File: src/rtl/mem_ctrl_pkg.sv
// Shared types and helpers for the byte-serial memory controller.
package mem_ctrl_pkg;

  localparam int ADDR_W = 32;
  localparam int DATA_W = 32;

  // Access size codes, in bytes
  localparam logic [2:0] LEN_B = 3'd1;
  localparam logic [2:0] LEN_H = 3'd2;
  localparam logic [2:0] LEN_W = 3'd4;

  typedef enum logic [1:0] {
    MC_IDLE  = 2'd0,
    MC_READ  = 2'd1,
    MC_WRITE = 2'd2,
    MC_DONE  = 2'd3
  } mc_state_e;

  typedef enum logic {
    REQ_MEM = 1'b0,
    REQ_IF  = 1'b1
  } mc_req_e;

  // Any length code other than byte/half is served as a full word
  function automatic logic [2:0] norm_len(input logic [2:0] len);
    case (len)
      LEN_B:   return LEN_B;
      LEN_H:   return LEN_H;
      default: return LEN_W;
    endcase
  endfunction

  // Little-endian byte lane select
  function automatic logic [7:0] pick_byte(input logic [DATA_W-1:0] data, input logic [2:0] idx);
    case (idx)
      3'd0:    return data[7:0];
      3'd1:    return data[15:8];
      3'd2:    return data[23:16];
      3'd3:    return data[31:24];
      default: return 8'h00;
    endcase
  endfunction

endpackage

File: src/rtl/mem_ctrl_if.sv
// Pipeline request/response and byte-RAM signals of the memory controller.
interface mem_ctrl_if;
  import mem_ctrl_pkg::*;

  // MEM stage
  logic              load;
  logic              save;
  logic [ADDR_W-1:0] sl_address;
  logic [DATA_W-1:0] sl_data;
  logic [2:0]        sl_length;
  logic              sl_signed;
  logic              mem_done;
  logic [DATA_W-1:0] mem_data;
  // IF stage
  logic              if_req;
  logic [ADDR_W-1:0] if_address;
  logic              if_done;
  logic [DATA_W-1:0] if_inst;
  // Byte-wide synchronous RAM
  logic [7:0]        ram_din;
  logic [7:0]        ram_dout;
  logic [ADDR_W-1:0] ram_a;
  logic              ram_wr;

  modport slave (
    input  load, save, sl_address, sl_data, sl_length, sl_signed,
    input  if_req, if_address, ram_din,
    output mem_done, mem_data, if_done, if_inst, ram_dout, ram_a, ram_wr
  );

  modport master (
    output load, save, sl_address, sl_data, sl_length, sl_signed,
    output if_req, if_address, ram_din,
    input  mem_done, mem_data, if_done, if_inst, ram_dout, ram_a, ram_wr
  );

endinterface

File: src/rtl/mem_ctrl_extend.sv
// Combinational zero/sign extension of an assembled little-endian load word.
module mem_ctrl_extend
  import mem_ctrl_pkg::*;
(
  input  logic [DATA_W-1:0] raw_i,
  input  logic [2:0]        len_i,
  input  logic              sgn_i,
  output logic [DATA_W-1:0] ext_o
);

  // Short loads ignore the unread upper bytes and fill from the top data bit
  always_comb begin
    ext_o = raw_i;
    case (len_i)
      LEN_B:   ext_o = {{24{sgn_i & raw_i[7]}}, raw_i[7:0]};
      LEN_H:   ext_o = {{16{sgn_i & raw_i[15]}}, raw_i[15:0]};
      default: ext_o = raw_i;
    endcase
  end

endmodule

File: src/rtl/mem_ctrl.sv
// Memory controller: arbitrates MEM load/store and IF fetch, splits each
// access into byte beats on a 1-cycle-latency RAM and returns a done pulse.
module mem_ctrl
  import mem_ctrl_pkg::*;
(
  input  logic      clk,
  input  logic      rst,
  mem_ctrl_if.slave bus
);

  mc_state_e         state_q, state_d;
  logic [2:0]        beat_q, beat_d;
  logic [2:0]        len_q, len_d;
  logic              sgn_q, sgn_d;
  mc_req_e           req_q, req_d;
  logic [DATA_W-1:0] wdata_q, wdata_d;
  logic [DATA_W-1:0] rbuf_q, rbuf_d;
  logic [DATA_W-1:0] ext_s;
  logic [ADDR_W-1:0] ram_a_q, ram_a_d;
  logic [7:0]        ram_dout_q, ram_dout_d;
  logic              ram_wr_q, ram_wr_d;
  logic              mem_done_q, mem_done_d;
  logic              if_done_q, if_done_d;
  logic [DATA_W-1:0] mem_data_q, mem_data_d;
  logic [DATA_W-1:0] if_inst_q, if_inst_d;

  mem_ctrl_extend u_extend (
    .raw_i (rbuf_d),
    .len_i (len_q),
    .sgn_i (sgn_q),
    .ext_o (ext_s)
  );

  // Read beat k (k>=1) returns the byte addressed in beat k-1
  always_comb begin
    rbuf_d = rbuf_q;
    if (state_q == MC_READ) begin
      case (beat_q)
        3'd1:    rbuf_d[7:0]   = bus.ram_din;
        3'd2:    rbuf_d[15:8]  = bus.ram_din;
        3'd3:    rbuf_d[23:16] = bus.ram_din;
        3'd4:    rbuf_d[31:24] = bus.ram_din;
        default: rbuf_d        = rbuf_q;
      endcase
    end else if (state_q == MC_IDLE) begin
      rbuf_d = 32'h0000_0000;
    end else begin
      rbuf_d = rbuf_q;
    end
  end

  // Next-state and registered-output logic; done pulses and ram_wr default low
  always_comb begin
    state_d    = state_q;
    beat_d     = beat_q;
    len_d      = len_q;
    sgn_d      = sgn_q;
    req_d      = req_q;
    wdata_d    = wdata_q;
    ram_a_d    = ram_a_q;
    ram_dout_d = ram_dout_q;
    ram_wr_d   = 1'b0;
    mem_done_d = 1'b0;
    if_done_d  = 1'b0;
    mem_data_d = mem_data_q;
    if_inst_d  = if_inst_q;
    case (state_q)
      MC_IDLE: begin
        if (bus.save) begin
          state_d    = MC_WRITE;
          req_d      = REQ_MEM;
          len_d      = norm_len(bus.sl_length);
          sgn_d      = bus.sl_signed;
          wdata_d    = bus.sl_data;
          ram_a_d    = bus.sl_address;
          ram_dout_d = bus.sl_data[7:0];
          ram_wr_d   = 1'b1;
          beat_d     = 3'd0;
        end else if (bus.load) begin
          state_d    = MC_READ;
          req_d      = REQ_MEM;
          len_d      = norm_len(bus.sl_length);
          sgn_d      = bus.sl_signed;
          ram_a_d    = bus.sl_address;
          beat_d     = 3'd0;
        end else if (bus.if_req) begin
          state_d    = MC_READ;
          req_d      = REQ_IF;
          len_d      = LEN_W;
          sgn_d      = 1'b0;
          ram_a_d    = bus.if_address;
          beat_d     = 3'd0;
        end else begin
          state_d    = MC_IDLE;
        end
      end
      MC_WRITE: begin
        if (beat_q == (len_q - 3'd1)) begin
          state_d    = MC_DONE;
          beat_d     = 3'd0;
          mem_done_d = 1'b1;
        end else begin
          beat_d     = beat_q + 3'd1;
          ram_a_d    = ram_a_q + 32'd1;
          ram_dout_d = pick_byte(wdata_q, beat_q + 3'd1);
          ram_wr_d   = 1'b1;
        end
      end
      MC_READ: begin
        if (beat_q == len_q) begin
          state_d = MC_DONE;
          beat_d  = 3'd0;
          if (req_q == REQ_IF) begin
            if_done_d  = 1'b1;
            if_inst_d  = ext_s;
          end else begin
            mem_done_d = 1'b1;
            mem_data_d = ext_s;
          end
        end else begin
          beat_d = beat_q + 3'd1;
          // Address stops advancing once the last byte has been issued
          if ((beat_q + 3'd1) < len_q) begin
            ram_a_d = ram_a_q + 32'd1;
          end else begin
            ram_a_d = ram_a_q;
          end
        end
      end
      MC_DONE: begin
        state_d = MC_IDLE;
      end
      default: begin
        state_d = MC_IDLE;
      end
    endcase
  end

  // FSM state register
  always_ff @(posedge clk) begin
    if (rst) begin
      state_q <= MC_IDLE;
    end else begin
      state_q <= state_d;
    end
  end

  // Beat counter, latched request fields and registered outputs
  always_ff @(posedge clk) begin
    if (rst) begin
      beat_q     <= 3'd0;
      len_q      <= 3'd0;
      sgn_q      <= 1'b0;
      req_q      <= REQ_MEM;
      wdata_q    <= 32'h0000_0000;
      rbuf_q     <= 32'h0000_0000;
      ram_a_q    <= 32'h0000_0000;
      ram_dout_q <= 8'h00;
      ram_wr_q   <= 1'b0;
      mem_done_q <= 1'b0;
      if_done_q  <= 1'b0;
      mem_data_q <= 32'h0000_0000;
      if_inst_q  <= 32'h0000_0000;
    end else begin
      beat_q     <= beat_d;
      len_q      <= len_d;
      sgn_q      <= sgn_d;
      req_q      <= req_d;
      wdata_q    <= wdata_d;
      rbuf_q     <= rbuf_d;
      ram_a_q    <= ram_a_d;
      ram_dout_q <= ram_dout_d;
      ram_wr_q   <= ram_wr_d;
      mem_done_q <= mem_done_d;
      if_done_q  <= if_done_d;
      mem_data_q <= mem_data_d;
      if_inst_q  <= if_inst_d;
    end
  end

  assign bus.ram_a    = ram_a_q;
  assign bus.ram_dout = ram_dout_q;
  assign bus.ram_wr   = ram_wr_q;
  assign bus.mem_done = mem_done_q;
  assign bus.mem_data = mem_data_q;
  assign bus.if_done  = if_done_q;
  assign bus.if_inst  = if_inst_q;

endmodule
File: src/flat_wrapper.sv
// flat-port wrapper written by rule: the top's interface ports become plain ports
module mem_ctrl_flat import mem_ctrl_pkg::*;
  (clk, rst, bus_load, bus_save, bus_sl_address, bus_sl_data, bus_sl_length, bus_sl_signed, bus_if_req, bus_if_address, bus_ram_din, bus_mem_done, bus_mem_data, bus_if_done, bus_if_inst, bus_ram_dout, bus_ram_a, bus_ram_wr);
  mem_ctrl_if bus_i ();
  input  logic clk;
  input  logic rst;
  input wire logic [$bits(bus_i.load)-1:0] bus_load;
  input wire logic [$bits(bus_i.save)-1:0] bus_save;
  input wire logic [$bits(bus_i.sl_address)-1:0] bus_sl_address;
  input wire logic [$bits(bus_i.sl_data)-1:0] bus_sl_data;
  input wire logic [$bits(bus_i.sl_length)-1:0] bus_sl_length;
  input wire logic [$bits(bus_i.sl_signed)-1:0] bus_sl_signed;
  input wire logic [$bits(bus_i.if_req)-1:0] bus_if_req;
  input wire logic [$bits(bus_i.if_address)-1:0] bus_if_address;
  input wire logic [$bits(bus_i.ram_din)-1:0] bus_ram_din;
  output wire logic [$bits(bus_i.mem_done)-1:0] bus_mem_done;
  output wire logic [$bits(bus_i.mem_data)-1:0] bus_mem_data;
  output wire logic [$bits(bus_i.if_done)-1:0] bus_if_done;
  output wire logic [$bits(bus_i.if_inst)-1:0] bus_if_inst;
  output wire logic [$bits(bus_i.ram_dout)-1:0] bus_ram_dout;
  output wire logic [$bits(bus_i.ram_a)-1:0] bus_ram_a;
  output wire logic [$bits(bus_i.ram_wr)-1:0] bus_ram_wr;
  assign bus_i.load = bus_load;
  assign bus_i.save = bus_save;
  assign bus_i.sl_address = bus_sl_address;
  assign bus_i.sl_data = bus_sl_data;
  assign bus_i.sl_length = bus_sl_length;
  assign bus_i.sl_signed = bus_sl_signed;
  assign bus_i.if_req = bus_if_req;
  assign bus_i.if_address = bus_if_address;
  assign bus_i.ram_din = bus_ram_din;
  assign bus_mem_done = bus_i.mem_done;
  assign bus_mem_data = bus_i.mem_data;
  assign bus_if_done = bus_i.if_done;
  assign bus_if_inst = bus_i.if_inst;
  assign bus_ram_dout = bus_i.ram_dout;
  assign bus_ram_a = bus_i.ram_a;
  assign bus_ram_wr = bus_i.ram_wr;
  mem_ctrl u_core (.clk(clk), .rst(rst), .bus(bus_i));
endmodule
File: config.mk
export PLATFORM = sky130hd
export DESIGN_NAME = mem_ctrl_flat
export DESIGN_NICKNAME = d
export VERILOG_FILES = /design/src/rtl/mem_ctrl_pkg.sv /design/src/rtl/mem_ctrl_if.sv /design/src/rtl/mem_ctrl_extend.sv /design/src/rtl/mem_ctrl.sv /design/src/flat_wrapper.sv
export SDC_FILE = /design/constraint.sdc
export NUM_CORES = 1
export LEC_CHECK = 0
export CAP_MARGIN = 20
export CORE_ASPECT_RATIO = 1.25
export CORE_MARGIN = 2
export CORE_UTILIZATION = 49
export DETAILED_ROUTE_END_ITERATION = 7
export PLACE_DENSITY = 0.87
export SYNTH_ARGS = -nofsm -noshare
export SYNTH_HDL_FRONTEND = slang
export SYNTH_SLANG_ARGS = --single-unit
export TNS_END_PERCENT = 10
File: constraint.sdc
create_clock -name clk -period 3.52 [get_ports clk]
set_input_delay 1.056 -clock clk [delete_from_list [all_inputs] [get_ports clk]]
set_output_delay 1.056 -clock clk [all_outputs]
set_load 0.02 [all_outputs]
==> results_dict.tcl <==
set metrics [dict create \
    outcome "completed" \
    clkPwrFrac_pct 24.7 \
    min_path_type "reg -> reg" \
    nFillCells 1334 \
    cp-start-kind "flip-flop" \
    antenna_found_initial 0 \
    place_congestion 0.880 \
    hpwlAfterDp_mm 17.5 \
    slew-limit-headroom_pct 33.2 \
    synth_xor_area_share_pct 0.573 \
    post_cts_buffers 0 \
    dieHeight_um 151 \
    ys_seq_elements 181 \
    hold_end "u_core.wdata_q[18]" \
    grt_use_total_pct 27.0 \
    synth.area.top_cells "dfxtp_1, a211oi_1, nand2_1, a21oi_1, nor2_1" \
    place_area_um2 10900 \
    seqPwrFrac_pct 35.2 \
    rsz0062_at_grt "no" \
    fin_crit_sh_pct 82.6 \
    reg2regPathDepth 10 \
    leakage_uw 0.00412 \
    drt-initial-drc-count 743 \
    cts_num_sinks 181 \
    synthDistinctLibCells 55 \
    arrival_ns 3.27 \
    timing.fmax_ghz 0.344 \
    hold_depth 2 \
    cts_hold_buffers 0 \
    clk_latency_ns 0.43 \
    power_density_nw_per_um2 704 \
    seq_area_frac_synth_pct 42.5 \
    final_hold_viol_count 0 \
    grt-ovfl-total 0 \
    final_common_cell "clkdlybuf4s50_1" \
    synth_cells 1081 \
    final_layout_size_suffix_gt1_share_pct 7.00 \
    cts_tree "built" \
    worstPathRequired_ns 3.88 \
    drv_slew 0 \
    holdWs_ns 0.457 \
    worstSetupPathType "reg -> reg" \
    vias 8734 \
    final_nets 1390 \
    cts_made_buffers 17 \
    synth.area.mux_share_pct 2.98 \
    drt_pass1_iterations 5 \
    synth_top_area_share_pct 42.5 \
    synth_simple_gate_area_share_pct 23.2 \
    final.setup.tns_ns 0 \
    ys_warn_count 0 \
    synth_edf_count 0 \
    intPower_uw 4970 \
    synth_flop_cell "dfxtp_1" \
    die_w_um 122 \
    synth_area_um2 8520 \
    reg2reg_to "u_core.bus.ram_a[30]" \
    cts_resized 0 \
    dieArea_um2 18500 \
    synth_fa_ha_area_share_pct 2.64 \
    synthesis.nets 1212 \
    core.rowCount 53 \
    initial_core_util_pct 50.4 \
    grt_pass1_vias 8220 \
    syn_avg_cell_area_um2 7.88 \
    area_growth_pct 35.3 \
    post-route-min-period_ns 2.91 \
    wl_per_cell_um 16.9 \
    ys_async_sr_fraction_pct 0 \
    clk_pin_slew_ns 0.07 \
    drt-total-wl_mm 25.2 \
    end_kind "flip-flop" \
    n_antenna_cell 0 \
    grt_pass1_wl_mm 40.0 \
    worstMarginPinSlew_ns 1.00 \
    p_switching_uw 3150 \
    reg2reg_from "u_core.beat_q[2]" \
    ant_nets 0 \
    io_buffers 219 \
    pin_count 220 \
    finalSetupViolCount 0 \
    synth_top_family_by_area "compound AO/OA/AOI/OAI gates" \
    clock_path_buffers 2 \
    vdd_drop_max_v 0.000505 \
    final_cell_mix "clkdlybuf4s50_1, dfxtp_1, nand2_1" \
    root_buffer "clkbuf_16" \
    core_um2 16900 \
    fin_skew_ns 0.0120 \
    cts.htree.levels 4 \
    crit_path_max_fanout 26 \
    ff2ff_setup_slack_ns 0.61 \
    max_cap_viol_count 0 \
    synth_compound_area_share_pct 23.4 \
    yosys.area.top_type "dfxtp_1" \
    power_frac_comb_pct 40.1 \
    design_area_um2 11500 \
    grt_max_degree 63 \
    drc 0 \
    hold_start "u_core.wdata_q[18]" \
    swShare_pct 38.8 \
    startpoint "u_core.beat_q[2]" \
    avgViaCountPerCell 5.85 \
]
-- sequential cells by signal, summed over array words and instances (netlist names) --
| name | cells |
|---|---|
| u_core.bus.if_done | 1 |
| u_core.beat_q | 3 |
| u_core.bus.mem_data | 32 |
| u_core.bus.if_inst | 32 |
| u_core.wdata_q | 32 |
| u_core.bus.mem_done | 1 |
| u_core.bus.ram_wr | 1 |
| u_core.rbuf_q | 32 |
| u_core.state_q | 2 |
| u_core.req_q | 1 |
| u_core.len_q | 3 |
| u_core.bus.ram_dout | 8 |
| u_core.bus.ram_a | 32 |
| u_core.sgn_q | 1 |
-- cells in the mapped netlist (4+ instances only) --
cell	n
nor2_1	139
o32ai_1	4
a31oi_1	16
dfxtp_1	181
a21oi_1	121
a211oi_1	83
clkbuf_1	75
ha_1	18
and3_1	9
nand4_1	13
o21a_1	4
nor4_1	9
and2_1	5
a22oi_1	31
or4_1	4
nor3_1	13
and4b_1	9
o21ai_0	34
a41oi_1	5
buf_1	8
nand2b_1	20
mux2_2	19
inv_1	15
nand2_1	164
mux2i_1	4
nand3_1	33
-- routing by layer --
layer | vias up | global-route usage, % | part of all wire [%]
li1 | 4223 | - | -
met1 | 4052 | 32.7 | 39
met2 | 387 | 45.1 | 50
met3 | 72 | 5.84 | 6.8
met4 | 0 | 13.9 | 3.7
met5 | - | 0 | 0
-- logic make-up (layout without fill, tap and decap cells) --
logic type      Yosys count  in the layout
fa+ha+maj                18             18
mux                      23             23
simple gates            435            435
flops                   181            181
xor+xnor                  4              4
compound gates          317            317
buf+inv                 103            294
-- worst max-delay path, cell delays in order (launching register included) --
cell,delay [ns]
dfxtp_1,0.59
inv_1,0.12
ha_1,0.33
inv_1,0.09
ha_1,0.22
o21ai_0,0.16
a21oi_1,0.09
or4_1,0.49
buf_4,0.24
o32a_1,0.35
a31oi_1,0.15
-- cell type report --
type / count / area [um^2] / area share (%)
multi-input combinational: 797 / 4540 / 39.3
sequential: 181 / 3620 / 31.4
timing repair buffer: 246 / 2420 / 21.0
clock buffer: 18 / 429 / 3.72
tap: 220 / 275 / 2.39
clock inverter: 14 / 189 / 1.64
inverter: 16 / 60.1 / 0.521
-- worst max path at each step --
stage / end / depth (start not counted)
after global placement: u_core.bus.if_inst[30] / 6
after CTS: u_core.bus.mem_data[25] / 7
after detailed placement: u_core.bus.if_inst[25] / 6
after floorplan: u_core.bus.mem_data[20] / 10
final: u_core.bus.ram_a[30] / 10
after global routing: u_core.bus.ram_a[0] / 10
-- through the flow --
stage | worst slack, ns | util [%] | std cells | total power (uW)
final | 0.613 | 68.2 | 1492 | 8110
after global routing | 0.465 | 68.2 | 1492 | 8540
after CTS | 0.503 | 68.1 | 1490 | 8110
after detailed placement | 0.179 | 64.4 | 1458 | 6100
after global placement | 0.197 | 64.4 | 1458 | 6030
after floorplan | 0.684 | - | 1081 | 4780
-- power by group through the flow --
stage | registers (uW) | clock network (uW) | logic (uW)
2_1_floorplan | 3170 | 0 | 1610
3_3_place_gp | 2870 | 0 | 3160
3_5_place_dp | 2890 | 0 | 3220
4_1_cts | 2850 | 2030 | 3240
5_1_grt | 2900 | 2110 | 3530
6_report | 2860 | 2000 | 3250
(Power assumes the default switching activity.)
